`src/rtl/bist_pkg.sv`:
```
// -----------------------------------------------------------------------------
// bist_pkg
// Shared definitions for the March C- memory BIST controller.
//   - state_t          : controller FSM states
//   - ELEM_COUNT/LAST  : number of March elements and index of the final one
//   - ELEM_* tables    : per-element properties, one bit per element index
//                        (bit i describes element Ei; unused upper bits are 0)
//   - BG0_FILL/BG1_FILL: fill bit of the all-zeros / all-ones backgrounds;
//                        replicated to the data width by the users
// -----------------------------------------------------------------------------
package bist_pkg;

    typedef enum logic [2:0] {
        ST_IDLE  = 3'd0,
        ST_WR    = 3'd1,
        ST_RD    = 3'd2,
        ST_DRAIN = 3'd3,
        ST_DONE  = 3'd4
    } state_t;

    localparam int ELEM_W     = 3;
    localparam int ELEM_COUNT = 6;
    localparam logic [ELEM_W-1:0] ELEM_LAST = ELEM_W'(ELEM_COUNT - 1);

    // March C-:
    //   E0 up   w0        E1 up   r0 w1     E2 up   r1 w0
    //   E3 down r0 w1     E4 down r1 w0     E5 down r0
    // Tables are 2^ELEM_W wide so any element index selects a defined bit.
    localparam logic [7:0] ELEM_DOWN      = 8'b0011_1000;
    localparam logic [7:0] ELEM_HAS_READ  = 8'b0011_1110;
    localparam logic [7:0] ELEM_HAS_WRITE = 8'b0001_1111;
    localparam logic [7:0] ELEM_RD_POL    = 8'b0001_0100;
    localparam logic [7:0] ELEM_WR_POL    = 8'b0000_1010;

    // Background fill bits: B0 = all zeros, B1 = all ones.
    localparam logic BG0_FILL = 1'b0;
    localparam logic BG1_FILL = 1'b1;

    // Maps a polarity bit from the tables onto the matching background fill.
    function automatic logic bg_fill(input logic pol);
        return pol ? BG1_FILL : BG0_FILL;
    endfunction

endpackage

```
`src/rtl/bist_addr_gen.sv`:
```
// -----------------------------------------------------------------------------
// bist_addr_gen
// Up/down address counter for the March sequencer.
//   clk, rst   : clock, synchronous active-high reset (address returns to 0)
//   load       : load the start address of an element
//   load_down  : direction of the element being loaded (1 -> N-1, 0 -> 0)
//   step       : advance one address in the current direction
//   down       : direction of the element currently running
//   addr       : current address
//   terminal   : current address is the last one of the running element
// The counter saturates at the terminal address so an element can never
// wrap into a second pass; the sequencer reloads it for the next element.
// -----------------------------------------------------------------------------
module bist_addr_gen #(
    parameter int ADDR_W = 4
) (
    input  logic              clk,
    input  logic              rst,
    input  logic              load,
    input  logic              load_down,
    input  logic              step,
    input  logic              down,
    output logic [ADDR_W-1:0] addr,
    output logic              terminal
);

    localparam logic [ADDR_W-1:0] ADDR_ONE = ADDR_W'(1);

    logic [ADDR_W-1:0] addr_reg;
    logic [ADDR_W-1:0] addr_next;

    assign terminal = down ? (addr_reg == '0) : (addr_reg == '1);
    assign addr     = addr_reg;

    always_comb begin
        addr_next = addr_reg;
        if (load) begin
            addr_next = load_down ? '1 : '0;
        end else if (step && !terminal) begin
            addr_next = down ? (addr_reg - ADDR_ONE) : (addr_reg + ADDR_ONE);
        end
    end

    always_ff @(posedge clk) begin
        if (rst) begin
            addr_reg <= '0;
        end else begin
            addr_reg <= addr_next;
        end
    end

endmodule

```
`src/rtl/bist_controller.sv`:
```
// -----------------------------------------------------------------------------
// bist_controller
// March C- BIST sequencer for a 2^ADDR_W x DATA_W memory with an external
// comparator.
//   clk, rst   : clock, synchronous active-high reset (aborts any run)
//   start      : one-cycle run request; accepted only in IDLE or DONE
//   mem_addr   : memory address
//   mem_wdata  : memory write data
//   mem_we     : memory write strobe
//   mem_re     : memory read strobe (read data valid the following cycle)
//   data_et    : expected read data for the external comparator
//   read_en    : comparator enable, high in the cycle after each read
//   error      : comparator mismatch, sampled while read_en is high
//   busy       : run in progress (WR, RD, DRAIN)
//   done       : run finished; held until the next accepted start or rst
//   fail       : sticky mismatch flag for the current/last run
//   fail_addr  : address of the first mismatching read
//   fail_elem  : March element index of the first mismatching read
// One memory operation is issued per cycle. A read is compared one cycle
// later, overlapping the next operation; DRAIN covers the compare of the very
// last read. done is registered one cycle after DONE is entered, so it rises
// 10N+2 cycles after the start edge with fail already settled.
// -----------------------------------------------------------------------------
module bist_controller
    import bist_pkg::*;
#(
    parameter int DATA_W = 8,
    parameter int ADDR_W = 4
) (
    input  logic              clk,
    input  logic              rst,
    input  logic              start,
    output logic [ADDR_W-1:0] mem_addr,
    output logic [DATA_W-1:0] mem_wdata,
    output logic              mem_we,
    output logic              mem_re,
    output logic [DATA_W-1:0] data_et,
    output logic              read_en,
    input  logic              error,
    output logic              busy,
    output logic              done,
    output logic              fail,
    output logic [ADDR_W-1:0] fail_addr,
    output logic [2:0]        fail_elem
);

    state_t              state_reg;
    state_t              state_next;
    logic [ELEM_W-1:0]   elem_reg;
    logic [ELEM_W-1:0]   elem_next;
    logic [ELEM_W-1:0]   nxt_idx;

    // Compare-stage registers: describe the read issued in the previous cycle.
    logic                read_en_reg;
    logic [DATA_W-1:0]   data_et_reg;
    logic [ADDR_W-1:0]   cmp_addr_reg;
    logic [ELEM_W-1:0]   cmp_elem_reg;

    logic                done_reg;
    logic                fail_reg;
    logic [ADDR_W-1:0]   fail_addr_reg;
    logic [ELEM_W-1:0]   fail_elem_reg;

    logic                start_accept;
    logic                end_element;

    logic                ag_load;
    logic                ag_load_down;
    logic                ag_step;
    logic [ADDR_W-1:0]   ag_addr;
    logic                ag_terminal;

    // Properties of the running element and of the one that follows it.
    logic                cur_down;
    logic                cur_has_write;
    logic                cur_rd_fill;
    logic                cur_wr_fill;
    logic                nxt_down;
    logic                nxt_has_read;
    logic [DATA_W-1:0]   rd_pattern;
    logic [DATA_W-1:0]   wr_pattern;

    assign nxt_idx       = elem_reg + ELEM_W'(1);
    assign cur_down      = ELEM_DOWN[elem_reg];
    assign cur_has_write = ELEM_HAS_WRITE[elem_reg];
    assign cur_rd_fill   = bg_fill(ELEM_RD_POL[elem_reg]);
    assign cur_wr_fill   = bg_fill(ELEM_WR_POL[elem_reg]);
    assign nxt_down      = ELEM_DOWN[nxt_idx];
    assign nxt_has_read  = ELEM_HAS_READ[nxt_idx];

    // Backgrounds are uniform, so every data bit carries the fill bit.
    generate
        for (genvar gi = 0; gi < DATA_W; gi++) begin : g_pattern
            assign rd_pattern[gi] = cur_rd_fill;
            assign wr_pattern[gi] = cur_wr_fill;
        end
    endgenerate

    bist_addr_gen #(
        .ADDR_W (ADDR_W)
    ) u_addr_gen (
        .clk       (clk),
        .rst       (rst),
        .load      (ag_load),
        .load_down (ag_load_down),
        .step      (ag_step),
        .down      (cur_down),
        .addr      (ag_addr),
        .terminal  (ag_terminal)
    );

    // -------------------------------------------------------------------------
    // FSM state register
    // -------------------------------------------------------------------------
    always_ff @(posedge clk) begin
        if (rst) begin
            state_reg <= ST_IDLE;
            elem_reg  <= '0;
        end else begin
            state_reg <= state_next;
            elem_reg  <= elem_next;
        end
    end

    // -------------------------------------------------------------------------
    // FSM next-state and address-generator control
    // -------------------------------------------------------------------------
    always_comb begin
        state_next   = state_reg;
        elem_next    = elem_reg;
        ag_load      = 1'b0;
        ag_load_down = 1'b0;
        ag_step      = 1'b0;
        start_accept = 1'b0;
        end_element  = 1'b0;

        case (state_reg)
            ST_IDLE, ST_DONE: begin
                if (start) begin
                    start_accept = 1'b1;
                    elem_next    = '0;
                    ag_load      = 1'b1;
                    ag_load_down = ELEM_DOWN[0];
                    state_next   = ST_WR;
                end
            end
            ST_RD: begin
                // Read-then-write elements write the same address next cycle;
                // the read-only element walks on or finishes here.
                if (cur_has_write) begin
                    state_next = ST_WR;
                end else if (!ag_terminal) begin
                    ag_step = 1'b1;
                end else begin
                    end_element = 1'b1;
                end
            end
            ST_WR: begin
                if (!ag_terminal) begin
                    ag_step    = 1'b1;
                    state_next = ELEM_HAS_READ[elem_reg] ? ST_RD : ST_WR;
                end else begin
                    end_element = 1'b1;
                end
            end
            ST_DRAIN: begin
                state_next = ST_DONE;
            end
            default: begin
                state_next = ST_IDLE;
            end
        endcase

        if (end_element) begin
            if (elem_reg == ELEM_LAST) begin
                state_next = ST_DRAIN;
            end else begin
                elem_next    = nxt_idx;
                ag_load      = 1'b1;
                ag_load_down = nxt_down;
                state_next   = nxt_has_read ? ST_RD : ST_WR;
            end
        end
    end

    // -------------------------------------------------------------------------
    // Compare stage and result registers
    // -------------------------------------------------------------------------
    always_ff @(posedge clk) begin
        if (rst) begin
            read_en_reg   <= 1'b0;
            data_et_reg   <= '0;
            cmp_addr_reg  <= '0;
            cmp_elem_reg  <= '0;
            done_reg      <= 1'b0;
            fail_reg      <= 1'b0;
            fail_addr_reg <= '0;
            fail_elem_reg <= '0;
        end else begin
            read_en_reg  <= (state_reg == ST_RD);
            data_et_reg  <= (state_reg == ST_RD) ? rd_pattern : '0;
            cmp_addr_reg <= (state_reg == ST_RD) ? ag_addr : '0;
            cmp_elem_reg <= (state_reg == ST_RD) ? elem_reg : '0;

            if (start_accept) begin
                done_reg      <= 1'b0;
                fail_reg      <= 1'b0;
                fail_addr_reg <= '0;
                fail_elem_reg <= '0;
            end else begin
                if (state_reg == ST_DONE) begin
                    done_reg <= 1'b1;
                end
                // Only the first mismatch of a run is recorded.
                if (read_en_reg && error && !fail_reg) begin
                    fail_reg      <= 1'b1;
                    fail_addr_reg <= cmp_addr_reg;
                    fail_elem_reg <= cmp_elem_reg;
                end
            end
        end
    end

    // -------------------------------------------------------------------------
    // Outputs
    // -------------------------------------------------------------------------
    assign mem_we    = (state_reg == ST_WR);
    assign mem_re    = (state_reg == ST_RD);
    assign mem_addr  = (mem_we || mem_re) ? ag_addr : '0;
    assign mem_wdata = mem_we ? wr_pattern : '0;
    assign data_et   = data_et_reg;
    assign read_en   = read_en_reg;
    assign busy      = (state_reg == ST_WR) || (state_reg == ST_RD) ||
                       (state_reg == ST_DRAIN);
    assign done      = done_reg;
    assign fail      = fail_reg;
    assign fail_addr = fail_addr_reg;
    assign fail_elem = fail_elem_reg;

endmodule

```
`config.mk`:
```
export PLATFORM = sky130hd
export DESIGN_NAME = bist_controller
export DESIGN_NICKNAME = d
export VERILOG_FILES = /design/src/rtl/bist_pkg.sv /design/src/rtl/bist_addr_gen.sv /design/src/rtl/bist_controller.sv
export SDC_FILE = /design/constraint.sdc
export NUM_CORES = 1
export LEC_CHECK = 0
export CAP_MARGIN = 20
export CELL_PAD_IN_SITES_DETAIL_PLACEMENT = 1
export CELL_PAD_IN_SITES_GLOBAL_PLACEMENT = 2
export CORE_ASPECT_RATIO = 0.7
export CORE_MARGIN = 3
export CORE_UTILIZATION = 27
export CTS_CLUSTER_SIZE = 10
export DETAILED_ROUTE_END_ITERATION = 16
export GPL_TIMING_DRIVEN = 0
export HOLD_SLACK_MARGIN = 0.06
export PLACE_DENSITY = 0.76
export SLEW_MARGIN = 20
export SYNTH_ARGS = -nofsm -noshare
export SYNTH_HDL_FRONTEND = slang
export SYNTH_SLANG_ARGS = --single-unit
```
`constraint.sdc`:
```
create_clock -name clk -period 2 [get_ports clk]
set_input_delay 0.3 -clock clk [delete_from_list [all_inputs] [get_ports clk]]
set_output_delay 0.3 -clock clk [all_outputs]
set_load 0.02 [all_outputs]
```
==> Yosys cells after proc, flatten, opt, wreduce, memory -nomap -nowiden <==
Memory sizes are Yosys's and may differ from the RTL's. A register that Yosys moved wholly into a read port is not among the register bits.
Index checks and enable logic that the tools add are counted.
{ "word_totals": {"romBits": 56, "reg_bits": 28, "input_bits": 4, "mem_bits_rw": 0, "latchBits": 0, "n_memories": 7} }
{ "op_classes": {"n_shift": 0, "addsub": 3, "bitwise": 1, "n_mux": 45, "order_cmp": 2, "n_eq_ne": 9, "n_mul": 0, "n_reduce_logical": 14, "div_mod_pow": 0} }
{ "memory_table": {"columns": ["memory", "depth", "width", "read_ports", "rd_ports_with_merged_regs", "wr", "line", "text"], "rows": [
  ["(no name shown)", 8, 1, 1, 1, 0, "bist_controller.sv:161", "state_next = ELEM_HAS_READ[elem_reg] ? ST_RD : ST_WR;"],
  ["(no name shown)", 8, 1, 1, 0, 0, "bist_controller.sv:89", "assign nxt_has_read = ELEM_HAS_READ[nxt_idx];"],
  ["(no name shown)", 8, 1, 1, 0, 0, "bist_controller.sv:88", "assign nxt_down = ELEM_DOWN[nxt_idx];"],
  ["(no name shown)", 8, 1, 1, 1, 0, "bist_controller.sv:87", "assign cur_wr_fill = bg_fill(ELEM_WR_POL[elem_reg]);"],
  ["(no name shown)", 8, 1, 1, 1, 0, "bist_controller.sv:86", "assign cur_rd_fill = bg_fill(ELEM_RD_POL[elem_reg]);"],
  ["(no name shown)", 8, 1, 1, 1, 0, "bist_controller.sv:85", "assign cur_has_write = ELEM_HAS_WRITE[elem_reg];"],
  ["+1 memories", null, null, null, null, null, null, null]
]} }
{ "op_table": {"columns": ["cell", "n"], "rows": [
  ["$mux 3", 13],
  ["$mux 1", 20],
  ["$mux 4", 5],
  ["$pmux 3 s4", 1],
  ["$lt 3x4->1 const B", 2],
  ["$mux 8", 1],
  ["$eq 3x2->1 const B", 2],
  ["$eq 3x3->1 const B", 2],
  ["$mux 2", 3],
  ["$ne 3x3->1 const B", 2],
  ["$reduce_or 2->1", 3],
  ["$add 4x1->4 const B", 1],
  ["$eq 4x4->1 const B", 1],
  ["$logic_not 4->1", 1],
  ["$pmux 1 s2", 2],
  ["$sub 4x1->4 const B", 1],
  ["$add 3x1->3 const B", 1],
  ["$eq 3x1->1 const B", 1],
  ["$logic_and 1x1->1", 3],
  ["$logic_not 3->1", 1],
  ["$ne 3x1->1 const B", 1],
  ["$reduce_and 3->1", 1],
  ["$logic_not 1->1", 2],
  ["$logic_or 1x1->1", 2],
  ["2 further kinds", 2]
]} }

==> Longest topological paths before layout <==
{ "depth": {"word_depth": 9, "mapped_depth": 8, "ltp_nobuf": 8} }

==> Cells and area by module <==
From an unflattened synthesis, not the netlist that was laid out.
{ "hier_totals": {"cells_unflattened": 189, "area_unflattened_um2": 1719.1} }
{ "modules_own_cells": {"columns": ["module", "n_inst", "cells_per_inst", "area_per_inst_um2", "seq_area_each_um2"], "rows": [
  ["bist_controller", 1, 150, 1381.3, 580.6],
  ["bist_addr_gen", 1, 39, 337.8, 80.1]
]} }

==> Worst setup path after synthesis <==
No wires, ideal clock.
{ "synth_path": {"kind": "reg-to-reg", "start": "register state_reg[0]", "end": "register, netlist name cur_down", "setup_slack_ns": -0.122, "t_arrival_ns": 2.055, "t_required_ns": 1.933, "path_stages_with_launch": 7, "period_less_slack_ns": 2.122, "path_buffers": 0, "cell_sequence": "dfxtp_1 -> or3b_1 -> inv_1 -> o21ai_0 -> or4_4 -> a211o_1 -> o21ai_2"} }
{ "synth_rtl": {"columns": ["element", "line", "text"], "rows": [
  ["start: declaration", "bist_controller.sv:47", "state_t state_reg;"],
  ["start signal: assignment", "bist_controller.sv:120", "state_reg <= state_next;"]
]} }

==> results.cfg <==
[sta]
tns_ps = -1177
setup_viol = 11
relSlewSlack = 0.5886
rsz0062_at_grt = yes
fmax_mhz = 449.4
finalWorstSetupSlack_ps = -225.4
fin_crit_sh = 1.113
fin_crit_ps = 2225
slew_violations = 0
whs_ps = 427.1
clock_skew_ps = 3.688
worst_pin_slew_ps = 617.1
hold_viol = 0

[pwr]
p_switching_w = 0.0003767
power_density_mw_per_mm2 = 558.3
p_leak_nw = 1.022
seqPwrFrac = 0.497
clkPwrFrac = 0.357
vdd_drop_max_mv = 0.3137
finalPower_w = 0.001376
swShare = 0.2738
p_comb_frac = 0.147
internal_power_w = 0.0009993

[worst_setup_path]
reg2reg_slack_ps = -230
slowest_delay_ps = 530
r2r_end = cur_down
path_max_fanout = 7
reg2reg_from = u_addr_gen.addr[0]
worst_setup_path_start_kind = flop
worstRegToRegCells = 5
path_class = flop to flop
crit_slowest_cell = or4_4
cp.arrival_ps = 2440
path_cells = or4_4, mux2_4, or4_4, a211o_1, o21ai_2
endpoint_kind = flop
crit_top_cell = or4_4
required_ps = 2220

[drt]
drc = 0
ant_nets = 0
wire_per_inst_um = 14.60
drt-total-wl_mm = 4.600
viasPerCell = 4.670
firstDrtPassIters = 4
via_count = 1471
drt-initial-drc-count = 42

[placed_design]
dpl-instance-area_mm2 = 0.002122
hpwl_mm = 3.249
portBuffers = 36
gp_congestion = 0.7988

[grt]
grt_use_total = 0.1267
grt_pass1_vias = 1433
grt_max_degree = 12
overflow = 0
grt_pass1_wl_mm = 7.127
antenna_found_initial = 0

[cts]
cts_buffers = 5
clk_pin_slew_worst_paths_ps = 70
htreeDepth = 2
clock_latency_ps = 280
cts_tree = built
clockBufferDepth = 2
clkSinkCount = 33
hold_buffers = 0
cts_root_buf = clkbuf_8

[cells_and_area]
final_layout_size_suffix_gt1_frac = 0.3750
utilization = 0.4219
final_area_mm2 = 0.002465
nets = 249
syn2layout_area_growth_pct = 47.90
antennaDiodeCount = 0
nFillCells = 681

[synth]
async_reset_ff_frac = 0
synth_cell_types = 44
synth_nets = 193
synth_edf_count = 0
synth.avg_cell_area_um2 = 9.107
yosysSeqAreaShare = 0.3964
netlist_instances = 183
synth-seq-cells = 33
ys_warn_count = 0
synth_area_mm2 = 0.001667
ys.flop_type = dfxtp_1

[floorplan]
ios = 37
coreArea_mm2 = 0.005842
die_x_um = 99.91
rows = 23
die_h_um = 71.74
initial_core_util = 0.2853
die_area_mm2 = 0.007167

[run_status]
violations = negative setup slack
outcome = complete, but fails checks

[min_path]
worstHoldPathType = flop to flop
min_path_cells = 1
whs_endpoint = data_et[0]
min_from = cur_rd_fill

[run]
cap_violations = 0
==> power by group through the flow <==
stage	logic, W	registers [W]	clock network, W
global placement	0.000132	0.000701	0
floorplan	0.0000888	0.000694	0
global route	0.000219	0.000686	0.000542
CTS	0.000156	0.000685	0.000503
detailed placement	0.000133	0.000701	0
finish	0.000202	0.000684	0.000491
==> routing by layer <==
metal  up-vias  global-route usage  part of all wire  routed length, um
met5         -                   0                 0                  0
met2        28              0.1877              0.44               2019
li1        744                   -                 -                  -
met3         2             0.03794             0.045                208
met4         0             0.02727            0.0033                 15
met1       697              0.1817              0.51               2355
==> metrics by stage <==
step	worst slack (ps)	cells
2_1_floorplan	-73.40	183
3_3_place_gp	-565.2	294
3_5_place_dp	-575.0	294
4_1_cts	-220.1	307
5_1_grt	-280.6	315
6_report	-225.4	315
==> kinds of logic (layout without fill, tap and decap cells) <==
logic type / count (synthesis) / count (layout) / synth area share
adder cells (fa/ha/maj): 6 / 6 / 0.04955
flip-flops: 33 / 33 / 0.3964
buffers and inverters: 28 / 85 / 0.09459
AND/OR/NAND/NOR: 66 / 66 / 0.2200
multiplexers: 11 / 11 / 0.06907
AO/OA/AOI/OAI: 36 / 36 / 0.1547
XOR/XNOR: 3 / 3 / 0.01577
==> placed cells by master, fill, tap and decap left out, types with 2 or more instances in the layout <==
cell type and n:
buf_4 31, dfxtp_1 26, clkdlybuf4s50_1 22, nor2_1 20
mux2i_1 9, inv_1 8, and2_1 8, a21oi_1 7
clkbuf_8 5, buf_2 5, nor2b_1 4, o211ai_1 4
nand2b_1 4, dfxtp_2 4, buf_6 4, nand2_1 3
o21ai_2 3, clkbuf_1 3, o22ai_1 3, a211oi_1 3
nand3b_1 3, ha_1 3, dfxtp_4 3, nor3b_2 2
or4_4 2, nand2_2 2, or3b_2 2, xnor2_1 2
o21ai_0 2, nor3_1 2, ha_2 2, clkinv_2 2
dlygate4sd2_1 2
==> cells in the mapped netlist (all sizes together), types with 2 or more instances <==
| library cell | instances | share of area |
|---|---|---|
| dfxtp | 33 | 0.40 |
| nor2 | 22 | 0.050 |
| buf | 14 | 0.063 |
| mux2i | 10 | 0.060 |
| and2 | 9 | 0.034 |
| inv | 9 | 0.020 |
| a21oi | 8 | 0.024 |
| nand2 | 6 | 0.014 |
| clkbuf | 5 | 0.011 |
| ha | 5 | 0.038 |
| nand2b | 5 | 0.019 |
| o21ai | 5 | 0.017 |
| a211oi | 4 | 0.018 |
| nor2b | 4 | 0.015 |
| o211ai | 4 | 0.018 |
| nand3b | 3 | 0.014 |
| o22ai | 3 | 0.011 |
| or3b | 3 | 0.016 |
| or4 | 3 | 0.016 |
| a221oi | 2 | 0.011 |
| a22oi | 2 | 0.0090 |
| and3 | 2 | 0.0075 |
| nor3 | 2 | 0.0060 |
| nor3b | 2 | 0.0090 |
| xnor2 | 2 | 0.011 |
==> cell type report <==
class | count | area [um^2] | area share
Buffer | 17 | 116.4 | 0.04721
Clock buffer | 5 | 68.82 | 0.02792
Clock inverter | 3 | 17.52 | 0.007107
Inverter | 9 | 36.28 | 0.01472
Multi-Input combinational cell | 122 | 1015 | 0.4117
Sequential cell | 33 | 676.9 | 0.2746
Tap cell | 75 | 93.84 | 0.03807
Timing Repair Buffer | 51 | 440.4 | 0.1787
==> critical path: cells and delay by family (launching register included) <==
| kind | cells | cell delay [ps] |
|---|---|---|
| compound gates | 2 | 430 |
| flops | 1 | 350 |
| mux | 1 | 320 |
| simple gates | 2 | 1050 |
==> worst max-delay path by stage <==
| stage | startpoint | end | slack, ps | cells past startpoint |
|---|---|---|---|---|
| final | u_addr_gen.addr[0] | cur_down | -230 | 5 |
| after global routing | u_addr_gen.addr[0] | cur_down | -280 | 5 |
| after CTS | u_addr_gen.addr[0] | cur_down | -220 | 5 |
| after detailed placement | start | cur_has_write | -570 | 8 |
| after global placement | start | cur_has_write | -570 | 8 |
| after floorplan | u_addr_gen.addr[0] | cur_down | -70 | 5 |
==> repair_timing <==
| item | in CTS | in global routing |
|---|---|---|
| endpoints found under the hold margin | 0 | 0 |
| setup buffers | 6 | 9 |
| endpoints found under the setup margin | 24 | 17 |
| gates cloned | 0 | 0 |
| gates resized for setup | 68 | 36 |
| pin swaps | 3 | 11 |
(Power assumes the default switching activity.)
==> RTL edit 1: new RTL, same settings <==
Put a register stage on the output `mem_wdata`, without a reset. The value now appears one clock later. The other outputs are not delayed to match.
--- a/src/rtl/bist_controller.sv
+++ b/src/rtl/bist_controller.sv
@@ -227,7 +227,9 @@
     assign mem_we    = (state_reg == ST_WR);
     assign mem_re    = (state_reg == ST_RD);
     assign mem_addr  = (mem_we || mem_re) ? ag_addr : '0;
-    assign mem_wdata = mem_we ? wr_pattern : '0;
+    always_ff @(posedge clk) begin
+        mem_wdata <= mem_we ? wr_pattern : '0;
+    end
     assign data_et   = data_et_reg;
     assign read_en   = read_en_reg;
     assign busy      = (state_reg == ST_WR) || (state_reg == ST_RD) ||
Behaviour: no difference found for any inputs over 10 cycles, from zero or initial values and one cycle with rst high; that may be too few to reach the edited logic, so the function may still have changed.
==> RTL edit 1 against the original RTL <==
The flow still finishes with violations (negative setup slack). Total power increased by 17%. First-iteration DRC count increased by 9.5%. Sequential power increased by 4.7%. Synthesized area increased by 4.7%. Setup slack improved by 0.098 ns. Fmax increased by 4.6%. Routed wire length increased by 7.2%. Sequential share of layout area decreased by 0.17 points. Design area increased by 3.6%. Clock skew increased by 0.0055 ns. Sequential cell count increased by 1. Non-clock buffer count unchanged. Largest cell class unchanged. Largest power group unchanged.
==> RTL edit 1: results (changes against the original RTL) <==
----------------------------------------------------
[Yosys]
  Sequential share of the synthesized area ... 0.390 (-0.00615)
  Post-Syn Nets ... 201 (+4.1%)
  Number of storage elements in the synthesis netlist ... 34 (+3.0%)
  Synth top area cells ... dfxtp_1 39%, buf_4 6.0%, mux2i_1 5.7%, nor2_1 4.3%, ha_1 3.6%
  Count of unique library cells instantiated by Yosys ... 52 (+18%)
  Post-synth top cells ... 34 x dfxtp_1, 20 x nor2_1, 14 x buf_4, 12 x inv_1, 11 x a21oi_1
  Number of warnings issued by yosys ... 0 (unchanged)

[STA]
  Final sum of negative setup slack ... -0.327 ns (+0.850 ns)
  Clock skew ... 0.00918 ns (+0.00549 ns)
  Count of final setup violators ... 7 (-4)
  Relative slew slack ... 0.631 (+0.0419)
  Worst hold slack across all endpoints ... 0.435 ns (+0.00793 ns)
  Final setup slack of the worst path ... -0.128 ns (+0.0978 ns)

[Status]
  Result of the run ... complete, but fails checks
  Violated checks ... negative setup slack

[Final layout]
  Share of cells above drive strength 1 ... 0.317 (-0.0579)
  Count of fill cells added during filler insertion ... 695 (+2.1%)
  Proportion of cell area occupied by registers ... 0.273 (-0.00171)
  Nets@finish ... 255 (+2.4%)
  Multi-input logic portion of the cell area ... 0.392 (-0.0192)
  Final-layout non-clock buffer area share ... 0.234 (+0.00831)
  Clock distribution area overhead in the final layout ... 0.0446 (+0.00956)
  Multi-input logic cell count ... 124 (+1.6%)
  Non-clock inverters ... 12 (+3)

[Detailed routing]
  DR iter-0 viols ... 46 (+9.5%)
  WL per Instance ... 15.4 µm (+5.2%)
  Routed length on met1 ... 2650 µm (+12%)
  Detailed-route via count ... 1540 (+4.7%)
  Sum of met2 wire segment lengths after detailed routing ... 2050 µm (+1.5%)
  Routed length on met3 ... 195 µm (-6.3%)

[Setup path]
  Worst path slowest cell ... or4_4
  Worst flop-to-flop path startpoint ... u_addr_gen.addr[1]
  Delay of the slowest cell on the worst path ... 0.53 ns (about the same)
  Kind of cell adding the most delay to the critical path ... compound AO/OA/AOI/OAI gates
  Arrival time at the worst endpoint ... 2.31 ns (-0.13 ns)

[Power]
  Clock network power share ... 0.404 (+0.047)
  Maximum vdd ir drop ... 253 µV (-19%)
  Comb group ... 0.240 mW (+19%)
  Leak Pwr ... 1.02 nW (+0.11%)
  Internal power ... 1.17 mW (+17%)

[Global route]
  Met2 demand-to-capacity share in global routing ... 0.179 (-0.00847)
  Met1 track utilization from global routing ... 0.212 (+0.0301)
  Wire length of the first global-routing pass ... 7780 µm (+9.2%)
  GRT Resource Usage Total ... 0.135 (+0.00793)
  Pin count of the biggest net entering global routing ... 13 (+1)
  Met3 Use GR ... 0.0353 (-0.00260)

[Worst hold path]
  Hold_sp ... cur_rd_fill

[Place]
  Post-DP HPWL ... 3610 µm (+11%)
  RD Place Congestion ... 0.763 (-4.5%)
  Placed Area ... 0.00220 mm² (+3.9%)
  Pre-CTS WS ... -0.472 ns (+0.103 ns)

[Clock tree]
  Clk pin slew, worst setup/hold paths ... 0.08 ns
  Root buffer cell ... clkbuf_8

----------------------------------------------------
==> RTL edit 1: cell count changes after synthesis, sizes merged, moves of 2 or more <==
| cell | unedited run | this run |
|---|---|---|
| o22ai | 3 | 1 |
| inv | 9 | 12 |
| and2 | 9 | 4 |
| nor4 | 1 | 6 |
| a21oi | 8 | 11 |
| nand2 | 6 | 8 |
| nor2b | 4 | 2 |
| nor2 | 22 | 20 |
==> RTL edit 1: what timing repair did <==
item | in CTS | in global routing
endpoints found under the setup margin | 21 | 18
pin swaps | 6 | 11
gates resized for setup | 36 | 27
setup buffers | 5 | 10
==> RTL edit 1: logic make-up after synthesis <==
| group | synth area share |
|---|---|
| xor gates and xnor gates | 0.0151 |
| and+or+nand+nor | 0.200 |
| adders and majority gates | 0.0531 |
| muxes | 0.0660 |
| DFF | 0.390 |
| buffers and inverters | 0.103 |
| AOI/OAI and AO/OA | 0.173 |
==> RTL edit 1: how the worst max path moves through the flow <==
stage,startpoint,end,slack [ns],cells past startpoint
final,u_addr_gen.addr[1],flop,-0.13,5
after global routing,u_addr_gen.addr[1],flop,-0.19,5
after global placement,start,cur_has_write,-0.47,7
after floorplan,state_reg[2],flop,0.01,7
after detailed placement,start,cur_has_write,-0.47,7
after CTS,u_addr_gen.addr[0],flop,-0.12,5
==> RTL edit 1: through the flow <==
| step | power [mW] | instances | utilization |
|---|---|---|---|
| after floorplan | 0.863 | 191 | - |
| after global placement | 0.935 | 302 | 0.368 |
| after detailed placement | 0.937 | 302 | 0.368 |
| after CTS | 1.60 | 314 | 0.400 |
| after global routing | 1.68 | 321 | 0.427 |
| final | 1.60 | 321 | 0.427 |
==> RTL edit 2: new RTL, config.mk and constraints unchanged <==
Without the edit above. The package constant `ELEM_COUNT` goes from 6 to 5.
--- a/src/rtl/bist_pkg.sv
+++ b/src/rtl/bist_pkg.sv
@@ -19,7 +19,7 @@
     } state_t;
 
     localparam int ELEM_W     = 3;
-    localparam int ELEM_COUNT = 6;
+    localparam int ELEM_COUNT = 5;
     localparam logic [ELEM_W-1:0] ELEM_LAST = ELEM_W'(ELEM_COUNT - 1);
 
     // March C-:
Behaviour: no difference found for any inputs over 10 cycles, from zero or initial values and one cycle with rst high; that may be too few to reach the edited logic, so the function may still have changed.
==> RTL edit 2 against the original RTL <==
The run still ends with negative setup slack left. Design area is 0.15% higher. Sequential cell count stayed put. Fmax is 7.6% higher. Clock power is 32% higher. Synthesized area is 1.5% higher. Routed wire length is 5.8% higher. Setup slack better by 0.16 ns. Total power is 10% higher. Critical endpoint is now cur_rd_fill.
==> RTL edit 2: results (changes against the original RTL) <==
----------------------------------------------------
[Yosys]
  Adder-cell share of the synthesized area ... 0.0488 (-0.000733)
  Multiplexer share of the synthesized area ... 0.0584 (-0.0106)
  Synth top area cells ... dfxtp_1 39%, buf_4 6.2%, nor2_1 5.1%, mux2i_1 4.1%, ha_1 3.7%
  Post-Syn Nets ... 194 (+0.52%)
  Sequential share of the synthesized area ... 0.391 (-0.00586)
  Count of unique library cells instantiated by Yosys ... 52 (+18%)
  Share of the synthesized netlist area taken by xor and xnor gates ... 0.0155 (-0.000233)
  Compound-Gate Fraction of Synth Area ... 0.154 (-0.000809)
  Post-synth top cells ... 33 x dfxtp_1, 23 x nor2_1, 14 x buf_4, 11 x a21oi_1, 8 x inv_1

[STA]
  Worst hold slack across all endpoints ... 0.470 ns (+0.0433 ns)
  Final sum of negative setup slack ... -0.146 ns (+1.03 ns)
  Clock skew ... 0.00638 ns (+0.00269 ns)
  Count of final setup violators ... 4 (-7)
  Final setup slack of the worst path ... -0.0692 ns (+0.156 ns)
  Relative slew slack ... 0.607 (+0.0186)

[Setup path]
  Worst r2r dst ... cur_rd_fill
  Worst reg-to-reg path cell count ... 6 (+1)
  Arrival time at the worst endpoint ... 2.29 ns (-0.15 ns)
  Delay of the slowest cell on the worst path ... 0.55 ns (+0.02 ns)

[Global route]
  GRT Resource Usage Total ... 0.136 (+0.00971)
  Pin count of the biggest net entering global routing ... 11 (-1)

[Place]
  Post-DP HPWL ... 3400 µm (+4.5%)
  Placed Area ... 0.00214 mm² (+0.94%)
  RD Place Congestion ... 0.776 (-2.9%)
  Pre-CTS WS ... -0.548 ns (+0.0268 ns)

[Clock tree]
  CTS-repair resized insts ... 65 (-4.4%)
  Count of buffers added by post-CTS timing repair for setup ... 10 (+4)

[Status]
  Violated checks ... negative setup slack
  Result of the run ... complete, but fails checks

[Worst hold path]
  Number of cells traversed by the worst hold path ... 2 (+1)

[Final layout]
  Post-route insts no fill ... 314 (-0.32%)
  Number of buffers outside the clock class in the layout ... 71 (+4.4%)
  Multi-input logic portion of the cell area ... 0.401 (-0.0108)
  Number of sequential cells ... 33 (unchanged)
  Non-clock inverters ... 8 (-1)
  Count of fill cells added during filler insertion ... 675 (-0.88%)
  Reg area ... 672 µm² (-0.74%)
  Clock distribution area overhead in the final layout ... 0.0471 (+0.0121)
  Clock buffer instance count of the final layout ... 7 (+2)

[Detailed routing]
  Total wire length ... 4870 µm (+5.8%)

[Power]
  Clock network power share ... 0.427 (+0.070)
  Leak Pwr ... 1.07 nW (+4.7%)
  Comb group ... 0.187 mW (-7%)

----------------------------------------------------
==> RTL edit 2: changes by cell type in the layout (fill, tap and decap cells not counted), moves of 3 or more <==
cell,change
a211oi_1,-3
and2_1,-7
buf_2,+4
and3_1,+6
buf_4,-4
or3_1,+3
a21oi_1,+3
==> RTL edit 2: how the worst max path moves through the flow <==
stage,from,endpoint,slack (ns)
after floorplan,u_addr_gen.addr[0],flop,0.005
after global placement,start,cur_has_write,-0.59
after global routing,u_addr_gen.addr[0],cur_rd_fill,-0.14
final,u_addr_gen.addr[0],cur_rd_fill,-0.07
after CTS,state_reg[1],u_addr_gen.addr[0],-0.008
after detailed placement,start,cur_has_write,-0.55
==> RTL edit 2: routing by layer <==
| metal | vias up | GRT usage | wire (µm) |
|---|---|---|---|
| li1 | 747 | - | - |
| met1 | 719 | 0.197 | 2480 |
| met2 | 32 | 0.202 | 2150 |
| met4 | 0 | 0.0314 | 31 |
| met5 | - | 0 | 0 |
| met3 | 5 | 0.0375 | 203 |
